<file path="src/rtl/jk_reg_bank_if.sv">
// jk_reg_bank_if: control/data bundle for jk_reg_bank
// Master drives en/mode/j/k/err_clr; slave returns q, rise/fall flags and illegal-SR error status.
interface jk_reg_bank_if #(
  parameter int WIDTH = 4,
  parameter int CNT_W = 8
);
  logic             i_en;
  logic [1:0]       i_mode;
  logic [WIDTH-1:0] i_j;
  logic [WIDTH-1:0] i_k;
  logic             i_err_clr;
  logic [WIDTH-1:0] o_q;
  logic [WIDTH-1:0] o_rise;
  logic [WIDTH-1:0] o_fall;
  logic             o_sr_err;
  logic [CNT_W-1:0] o_err_cnt;
  modport master (
    output i_en, i_mode, i_j, i_k, i_err_clr,
    input  o_q, o_rise, o_fall, o_sr_err, o_err_cnt
  );
  modport slave (
    input  i_en, i_mode, i_j, i_k, i_err_clr,
    output o_q, o_rise, o_fall, o_sr_err, o_err_cnt
  );
endinterface

</file>
<file path="src/rtl/jk_reg_bank.sv">
// jk_reg_bank: WIDTH-bit bank of D/JK/T/SR flip-flops with edge flags and illegal-SR error tracking
// Ports: clk rising-edge clock, rst async active-low reset, bus slave modport
//   (i_en, i_mode 00 D/01 JK/10 T/11 SR, i_j D/J/T/S, i_k K/R, i_err_clr,
//    o_q, o_rise, o_fall, o_sr_err sticky, o_err_cnt saturating).
module jk_reg_bank #(
  parameter int WIDTH = 4,
  parameter int CNT_W = 8
) (
  input logic         clk,
  input logic         rst,
  jk_reg_bank_if.slave bus
);
  logic [WIDTH-1:0] r_q, r_rise, r_fall;
  logic             r_sr_err;
  logic [CNT_W-1:0] r_err_cnt;
  logic [WIDTH-1:0] w_next;
  logic             w_ill;
  logic [CNT_W-1:0] w_cnt_inc;
  // SR: set on S&~R, otherwise hold when S==R (00 and illegal 11), clear on R&~S
  always_comb begin
    w_next = bus.i_mode == 2'b00 ? bus.i_j :
             bus.i_mode == 2'b01 ? (bus.i_j & ~r_q) | (~bus.i_k & r_q) :
             bus.i_mode == 2'b10 ? r_q ^ bus.i_j :
                                   (bus.i_j & ~bus.i_k) | (r_q & ~(bus.i_j ^ bus.i_k));
    w_ill = bus.i_en && bus.i_mode == 2'b11 && |(bus.i_j & bus.i_k);
    w_cnt_inc = r_err_cnt == {CNT_W{1'b1}} ? r_err_cnt : r_err_cnt + 1'b1;
  end
  always_ff @(posedge clk or negedge rst) begin
    if (!rst) begin
      r_q       <= '0;
      r_rise    <= '0;
      r_fall    <= '0;
      r_sr_err  <= 1'b0;
      r_err_cnt <= '0;
    end else begin
      if (bus.i_en) r_q <= w_next;
      r_rise <= bus.i_en ? w_next & ~r_q : '0;
      r_fall <= bus.i_en ? ~w_next & r_q : '0;
      // a clear coinciding with an illegal edge restarts the count at one
      if (bus.i_err_clr) begin
        r_sr_err  <= w_ill;
        r_err_cnt <= w_ill ? CNT_W'(1) : '0;
      end else if (w_ill) begin
        r_sr_err  <= 1'b1;
        r_err_cnt <= w_cnt_inc;
      end
    end
  end
  assign bus.o_q       = r_q;
  assign bus.o_rise    = r_rise;
  assign bus.o_fall    = r_fall;
  assign bus.o_sr_err  = r_sr_err;
  assign bus.o_err_cnt = r_err_cnt;
endmodule

</file>
<file path="src/flat_wrapper.sv">
// flat-port wrapper written by rule: the top's interface ports become plain ports
module jk_reg_bank_flat 
#(
  parameter int WIDTH = 4,
  parameter int CNT_W = 8
)
  (clk, rst, bus_i_en, bus_i_mode, bus_i_j, bus_i_k, bus_i_err_clr, bus_o_q, bus_o_rise, bus_o_fall, bus_o_sr_err, bus_o_err_cnt);
  jk_reg_bank_if #(.WIDTH(WIDTH), .CNT_W(CNT_W)) bus_i ();
  input logic clk;
  input logic rst;
  input wire logic [$bits(bus_i.i_en)-1:0] bus_i_en;
  input wire logic [$bits(bus_i.i_mode)-1:0] bus_i_mode;
  input wire logic [$bits(bus_i.i_j)-1:0] bus_i_j;
  input wire logic [$bits(bus_i.i_k)-1:0] bus_i_k;
  input wire logic [$bits(bus_i.i_err_clr)-1:0] bus_i_err_clr;
  output wire logic [$bits(bus_i.o_q)-1:0] bus_o_q;
  output wire logic [$bits(bus_i.o_rise)-1:0] bus_o_rise;
  output wire logic [$bits(bus_i.o_fall)-1:0] bus_o_fall;
  output wire logic [$bits(bus_i.o_sr_err)-1:0] bus_o_sr_err;
  output wire logic [$bits(bus_i.o_err_cnt)-1:0] bus_o_err_cnt;
  assign bus_i.i_en = bus_i_en;
  assign bus_i.i_mode = bus_i_mode;
  assign bus_i.i_j = bus_i_j;
  assign bus_i.i_k = bus_i_k;
  assign bus_i.i_err_clr = bus_i_err_clr;
  assign bus_o_q = bus_i.o_q;
  assign bus_o_rise = bus_i.o_rise;
  assign bus_o_fall = bus_i.o_fall;
  assign bus_o_sr_err = bus_i.o_sr_err;
  assign bus_o_err_cnt = bus_i.o_err_cnt;
  jk_reg_bank #(.WIDTH(WIDTH), .CNT_W(CNT_W)) u_core (.clk(clk), .rst(rst), .bus(bus_i));
endmodule
</file>
<file path="config.mk">
export PLATFORM = sky130hd
export DESIGN_NAME = jk_reg_bank_flat
export DESIGN_NICKNAME = d
export VERILOG_FILES = /design/src/rtl/jk_reg_bank_if.sv /design/src/rtl/jk_reg_bank.sv /design/src/flat_wrapper.sv
export SDC_FILE = /design/constraint.sdc
export NUM_CORES = 1
export LEC_CHECK = 0
export CORE_ASPECT_RATIO = 1.4
export CORE_UTILIZATION = 40
export DETAILED_ROUTE_END_ITERATION = 10
export HOLD_SLACK_MARGIN = 0.15
export PLACE_DENSITY_LB_ADDON = 0.15
export SYNTH_ARGS = -nofsm -noshare
export SYNTH_HDL_FRONTEND = slang
export SYNTH_SLANG_ARGS = --single-unit
</file>
<file path="constraint.sdc">
create_clock -name clk -period 1.6 [get_ports clk]
set_input_delay 0.48 -clock clk [delete_from_list [all_inputs] [get_ports clk]]
set_output_delay 0.48 -clock clk [all_outputs]
set_load 0.01 [all_outputs]
</file>
==> results of run 1 <==
per-layer routing:
metal | vias to the layer above | GRT usage [%] | routed length (um)
met1 | 625 | 21.7 | 1280
met3 | 12 | 1.75 | 100
met2 | 46 | 41.3 | 1980
met5 | - | 0 | 0
met4 | 0 | 12.4 | 82
li1 | 637 | - | -
logic make-up after synthesis:
logic type | synth area share (%)
compound gates | 17.4
xor+xnor | 1.36
mux | 2.42
flops | 40.7
simple gates | 23.2
buf+inv | 4.65
fa+ha+maj | 10.3
where the power goes:
| group | switching [mW] | internal [mW] | total [mW] |
|---|---|---|---|
| registers | 0.0169 | 0.573 | 0.590 |
| logic | 0.211 | 0.221 | 0.432 |
| clock network | 0.167 | 0.177 | 0.344 |
| total | 0.395 | 0.971 | 1.37 |
what timing repair did:
action	in CTS	in global routing
setup buffers	7	0
pin swaps	8	7
gates resized for setup	58	21
setup endpoints to repair	36	20
final cells by class:
type                            count  area, um2  share of cell area [%]
Multi-Input combinational cell    105        810                    40.3
Timing Repair Buffer               68        549                    27.4
Sequential cell                    21        526                    26.2
Tap cell                           39       48.8                    2.43
Clock buffer                        4       45.0                    2.24
Inverter                            8       30.0                    1.50
worst register-to-register path, delay by kind of cell, from the launching register on:
family / cells / cell delay [ps]
AOI/OAI and AO/OA: 1 / 140
adders and majority gates: 1 / 160
buffers and inverters: 1 / 150
DFF: 1 / 390
and+or+nand+nor: 3 / 630
path summary, 6_finish.rpt:
kind                                         start                      end  slack (ps)  cells after the start
min reg2reg                    u_core.bus.o_sr_err      u_core.bus.o_sr_err         520                      2
max in group asynchronous                      rst  u_core.bus.o_err_cnt[3]         810                      2
min in group asynchronous                      rst      u_core.bus.o_sr_err         570                      2
min                            u_core.bus.o_sr_err      u_core.bus.o_sr_err         520                      2
max                                     bus_i_j[1]  u_core.bus.o_err_cnt[3]          30                      6
max reg2reg                u_core.bus.o_err_cnt[0]  u_core.bus.o_err_cnt[3]          60                      6
state kept, by name, summed over array words and instances, names as in the netlist:
name                  count
u_core.bus.o_err_cnt      8
u_core.bus.o_rise         4
u_core.bus.o_sr_err       1
u_core.bus.o_fall         4
u_core.bus.o_q            4
layout by cell type, fill, tap and decap left out, types with 3 or more instances in the layout:
master / count
buf_4: 33
ha_1: 4
nor4_1: 3
clkbuf_8: 3
o21ai_0: 5
buf_2: 8
a211oi_1: 3
nor2_1: 12
dfrtp_1: 21
nand4_1: 4
nor2b_1: 3
dlygate4sd2_1: 16
inv_1: 8
a21oi_1: 12
dlymetal6s2s_1: 6
nand2_1: 10
nor3b_1: 3
ha_4: 5
nand3_1: 3
per-stage QoR:
stage | util (%) | hold slack, ps | power [mW] | cells | setup TNS [ps]
3_3_place_gp | 60.2 | 517 | 1.03 | 234 | -9560
6_report | 64.9 | 524 | 1.37 | 245 | 0
3_5_place_dp | 60.2 | 514 | 1.04 | 234 | -10500
5_1_grt | 64.9 | 584 | 1.45 | 245 | -20.5
4_1_cts | 64.5 | 525 | 1.38 | 245 | 0
2_1_floorplan | - | 184 | 0.795 | 141 | -35.7
==> results.toml, run 1 <==
[run_status]
status = "completed"

[cts]
cts_buffer_depth = 2
clkLatencyLatePin_ps = 260
cts_hold_buffers = 0
clk_pin_slew_ps = 70
root_buffer = "clkbuf_8"
cts_buffers = 3
cts_tree = "yes"
h-tree-depth = 1
clkSinkCount = 21

[finish]
nets = 230
n_fill_cell = 263
antenna_cells = 0
area_growth_pct = 55.4
finalInstanceArea_mm2 = 0.00201
post_route_cells_drive_above_1_share_pct = 30.6

[sta]
timing.final.hold_violations = 0
finalCritPeriodShare_pct = 98.3
worst_slack_ps = 26.9
max_freq_mhz = 636
final.min_clock_period_ps = 1570
maxSlewHeadroom_pct = 70.1
tightest_slew_ps = 445
clock-skew-final_ps = 2.39
setup_viol = 0
maxSlewViolCount = 0

[worst_setup_path]
cpPeakStageDelay_ps = 540
start_kind = "input pin"
arrival_ps = 1760
cpLargestDelayFamily = "simple AND/OR/NAND/NOR gates"
crit_required_ps = 1790
crit_type = "input pin to register"
cp_max_fo = 4
path_cells = "buf_2 -> ha_4 -> nor4_4 -> or2_4 -> or4_4 -> a21oi_2"
crit_path_end_kind = "register"
slowest_stage = "or4_4"
timing.critical_path.buf_inv = 1

[floorplan]
start_util_pct = 41.8
core_area_mm2 = 0.00309
num_rows = 24
io_pins = 35
die-height_um = 69.3
die_w_um = 50.0
die_area_mm2 = 0.00347

[logic_synthesis]
syn_area_mm2 = 0.00129
yosys_register_bits = 21
synthDistinctLibCells = 39
synth_top_area_share_pct = 40.7
synth_common_cells = "dfrtp_1 (21), a21oi_1 (13), nor2_1 (12)"
yosysTopAreaCell = "dfrtp_1"
ys_async_sr_fraction_pct = 100
yosysSeqAreaShare_pct = 40.7
yosysWarnings = 0
ys.flop_type = "dfrtp_1"
synth_edf_count = 0
synth_fp_nets = 164
synthCells = 141
synth_most_common_cell = "dfrtp_1"
synth_area_leaders = "dfrtp_1 (41%), ha_1 (8.7%), a21oi_1 (5.0%)"
post_synth.cell_area_avg_um2 = 9.17

[global_route]
antenna_found_initial = 0
grt_pass1_vias = 1385
grt_pass1_wl_mm = 5.78
track_usage_pct = 21.7
overflow = 0
grt_start_max_net_pins = 22

[pwr]
p_per_area_mw_per_mm2 = 680
peakVddDrop_uv = 377
p_leak_nw = 1.05

[place]
placed_area_mm2 = 0.00186
place_ws_ps = -632
numPortBuffers = 34
gp_congestion = 0.859
dp_hpwl_mm = 2.55

[routing]
via_count = 1320
avgViaCountPerCell = 5.39
drt_wl_total_mm = 3.45
drc_errors = 0
drt_iter0_markers = 23
ant_nets = 0
detail_route.wl_per_cell_um = 14.1
first_pass_iters = 4

[flow_run]
maxCapViolations = 0

[worst_hold_path]
min_path_type = "register to register"
Power figures use the tool's default switching activity.
==> inputs of run 2 (changes only) <==
--- a/config.mk
+++ b/config.mk
@@ -5,8 +5,11 @@
 export SDC_FILE = /design/constraint.sdc
 export NUM_CORES = 1
 export LEC_CHECK = 0
+export ABC_CLOCK_PERIOD_IN_PS = 1600
+export CELL_PAD_IN_SITES_DETAIL_PLACEMENT = 0
+export CELL_PAD_IN_SITES_GLOBAL_PLACEMENT = 1
 export CORE_ASPECT_RATIO = 1.4
-export CORE_UTILIZATION = 40
+export CORE_UTILIZATION = 32
 export DETAILED_ROUTE_END_ITERATION = 10
 export HOLD_SLACK_MARGIN = 0.15
 export PLACE_DENSITY_LB_ADDON = 0.15
==> results.toml, run 2 (same netlist as run 1, synthesis figures left out) <==
[run_status]
status = "completed"

[cts]
clkSinkCount = 21
cts_tree = "yes"
h-tree-depth = 1
clkLatencyLatePin_ps = 260
root_buffer = "clkbuf_8"
clk_pin_slew_ps = 80
cts_buffer_depth = 2
cts_buffers = 3

[worst_hold_path]
min_path_type = "register to register"
hold_end = "u_core.bus.o_sr_err"
hold_depth = 2
hp-start = "u_core.bus.o_sr_err"

[routing]
drt_wl_total_mm = 3.47
first_pass_iters = 4
detail_route.wl_per_cell_um = 13.7
ant_nets = 0
drc_errors = 0
avgViaCountPerCell = 5.11
drt_iter0_markers = 26
via_count = 1294

[worst_setup_path]
arrival_ps = 1770
start_kind = "input pin"
crit_required_ps = 1790
r2r-start = "u_core.bus.o_err_cnt[0]"
rr_endpoint = "u_core.bus.o_err_cnt[3]"
reg2reg_setup_slack_ps = 40
reg2reg_depth = 6
crit_type = "input pin to register"
cp_max_fo = 4
crit_path_end_kind = "register"

[finish]
nets = 234
area_growth_pct = 62.9
most-common-layout-cells = "buf_4 (38), dlygate4sd2_1 (21), dfrtp_1 (20)"
largest_reg_flops = 8
post_route_cells_drive_above_1_share_pct = 36.7
final_common_cell = "buf_4"
utilization_pct = 54.2
antenna_cells = 0

[global_route]
overflow = 0
grt_pass1_wl_mm = 6.00
grt_start_max_net_pins = 22
track_usage_pct = 17.5
antenna_found_initial = 0
grt_pass1_vias = 1343

[place]
dp_hpwl_mm = 2.57
numPortBuffers = 34
gp_congestion = 0.801

[pwr]
p_per_area_mw_per_mm2 = 663
finalPower_mw = 1.40
p_leak_nw = 1.04
peakVddDrop_uv = 414

[floorplan]
num_rows = 27
io_pins = 35
die_w_um = 55.7
start_util_pct = 33.3
core_area_mm2 = 0.00388
die_area_mm2 = 0.00430
die-height_um = 77.2

[sta]
tns_ps = 0
clock-skew-final_ps = 1.26
maxSlewViolCount = 0
max_freq_mhz = 633
maxSlewHeadroom_pct = 80.2
final.min_clock_period_ps = 1580
setup_viol = 0
finalCritPeriodShare_pct = 98.7
timing.final.hold_violations = 0
tightest_slew_ps = 295

[flow_run]
maxCapViolations = 0
==> run 2: cell types whose count changed in the layout (fill, tap and decap cells not counted), sizes merged <==
cell / delta
dlygate4sd2: +5
dlymetal6s2s: -3
clkdlybuf4s15: +2
buf: +1
clkbuf: -1
==> run 2: cell type report <==
| class | count | area, um2 |
|---|---|---|
| fill | 386 | 1780 |
| multi-input combinational | 105 | 858 |
| timing repair buffer | 72 | 592 |
| sequential | 21 | 527 |
| tap | 43 | 53.8 |
| clock buffer | 4 | 45.0 |
| inverter | 8 | 30.0 |
==> run 2: worst max-delay path by stage <==
| stage | from | to | slack, ps | cells past startpoint |
|---|---|---|---|---|
| after floorplan | bus_i_k[0] | u_core.bus.o_err_cnt[2] | -40 | 5 |
| after global placement | bus_i_j[1] | u_core.bus.o_err_cnt[3] | -600 | 6 |
| after detailed placement | bus_i_j[1] | u_core.bus.o_err_cnt[4] | -660 | 6 |
| after CTS | u_core.bus.o_rise[0] | bus_o_rise[0] | 0.1 | 1 |
| after global routing | u_core.bus.o_err_cnt[1] | u_core.bus.o_err_cnt[3] | -30 | 6 |
| final | bus_i_k[0] | u_core.bus.o_err_cnt[3] | 20 | 6 |
==> run 2: worst max-delay path, stage by stage <==
cell             delay (ps)
clkdlybuf4s15_2         210
ha_4                    150
nor4_4                   40
or2_4                   260
or4_4                   510
a21oi_2                 120
==> run 2: per-stage QoR <==
step | hold WS [ps] | worst slack (ps) | cell area, um2 | cells
floorplan | 184 | -35.7 | 1310 | 141
global placement | 511 | -598 | 1900 | 243
detailed placement | 514 | -659 | 1900 | 243
CTS | 527 | 0.104 | 2050 | 253
global route | 572 | -28.7 | 2110 | 253
finish | 518 | 20.1 | 2110 | 253
==> run 2: per-layer routing <==
| layer | GRT usage, % | share of wire (%) | up-vias |
|---|---|---|---|
| met4 | 8.25 | 2.3 | 0 |
| met1 | 18.8 | 39 | 619 |
| li1 | - | - | 642 |
| met3 | 2.36 | 2.3 | 7 |
| met2 | 33.0 | 56 | 26 |
| met5 | 0 | 0 | - |
==> run 2: repair_timing <==
item,CTS,global route
setup buffers,6,0
pin swaps,8,10
resized for setup,64,21
setup endpoints to repair,39,13
hold buffers,0,0
==> run 2: where the power goes <==
group	total, mW	internal, mW	leakage [nW]	switching (mW)
Combinational	0.454	0.233	0.741	0.221
Clock	0.352	0.178	0.0228	0.174
Sequential	0.590	0.573	0.278	0.0177
Total	1.40	0.983	1.04	0.413
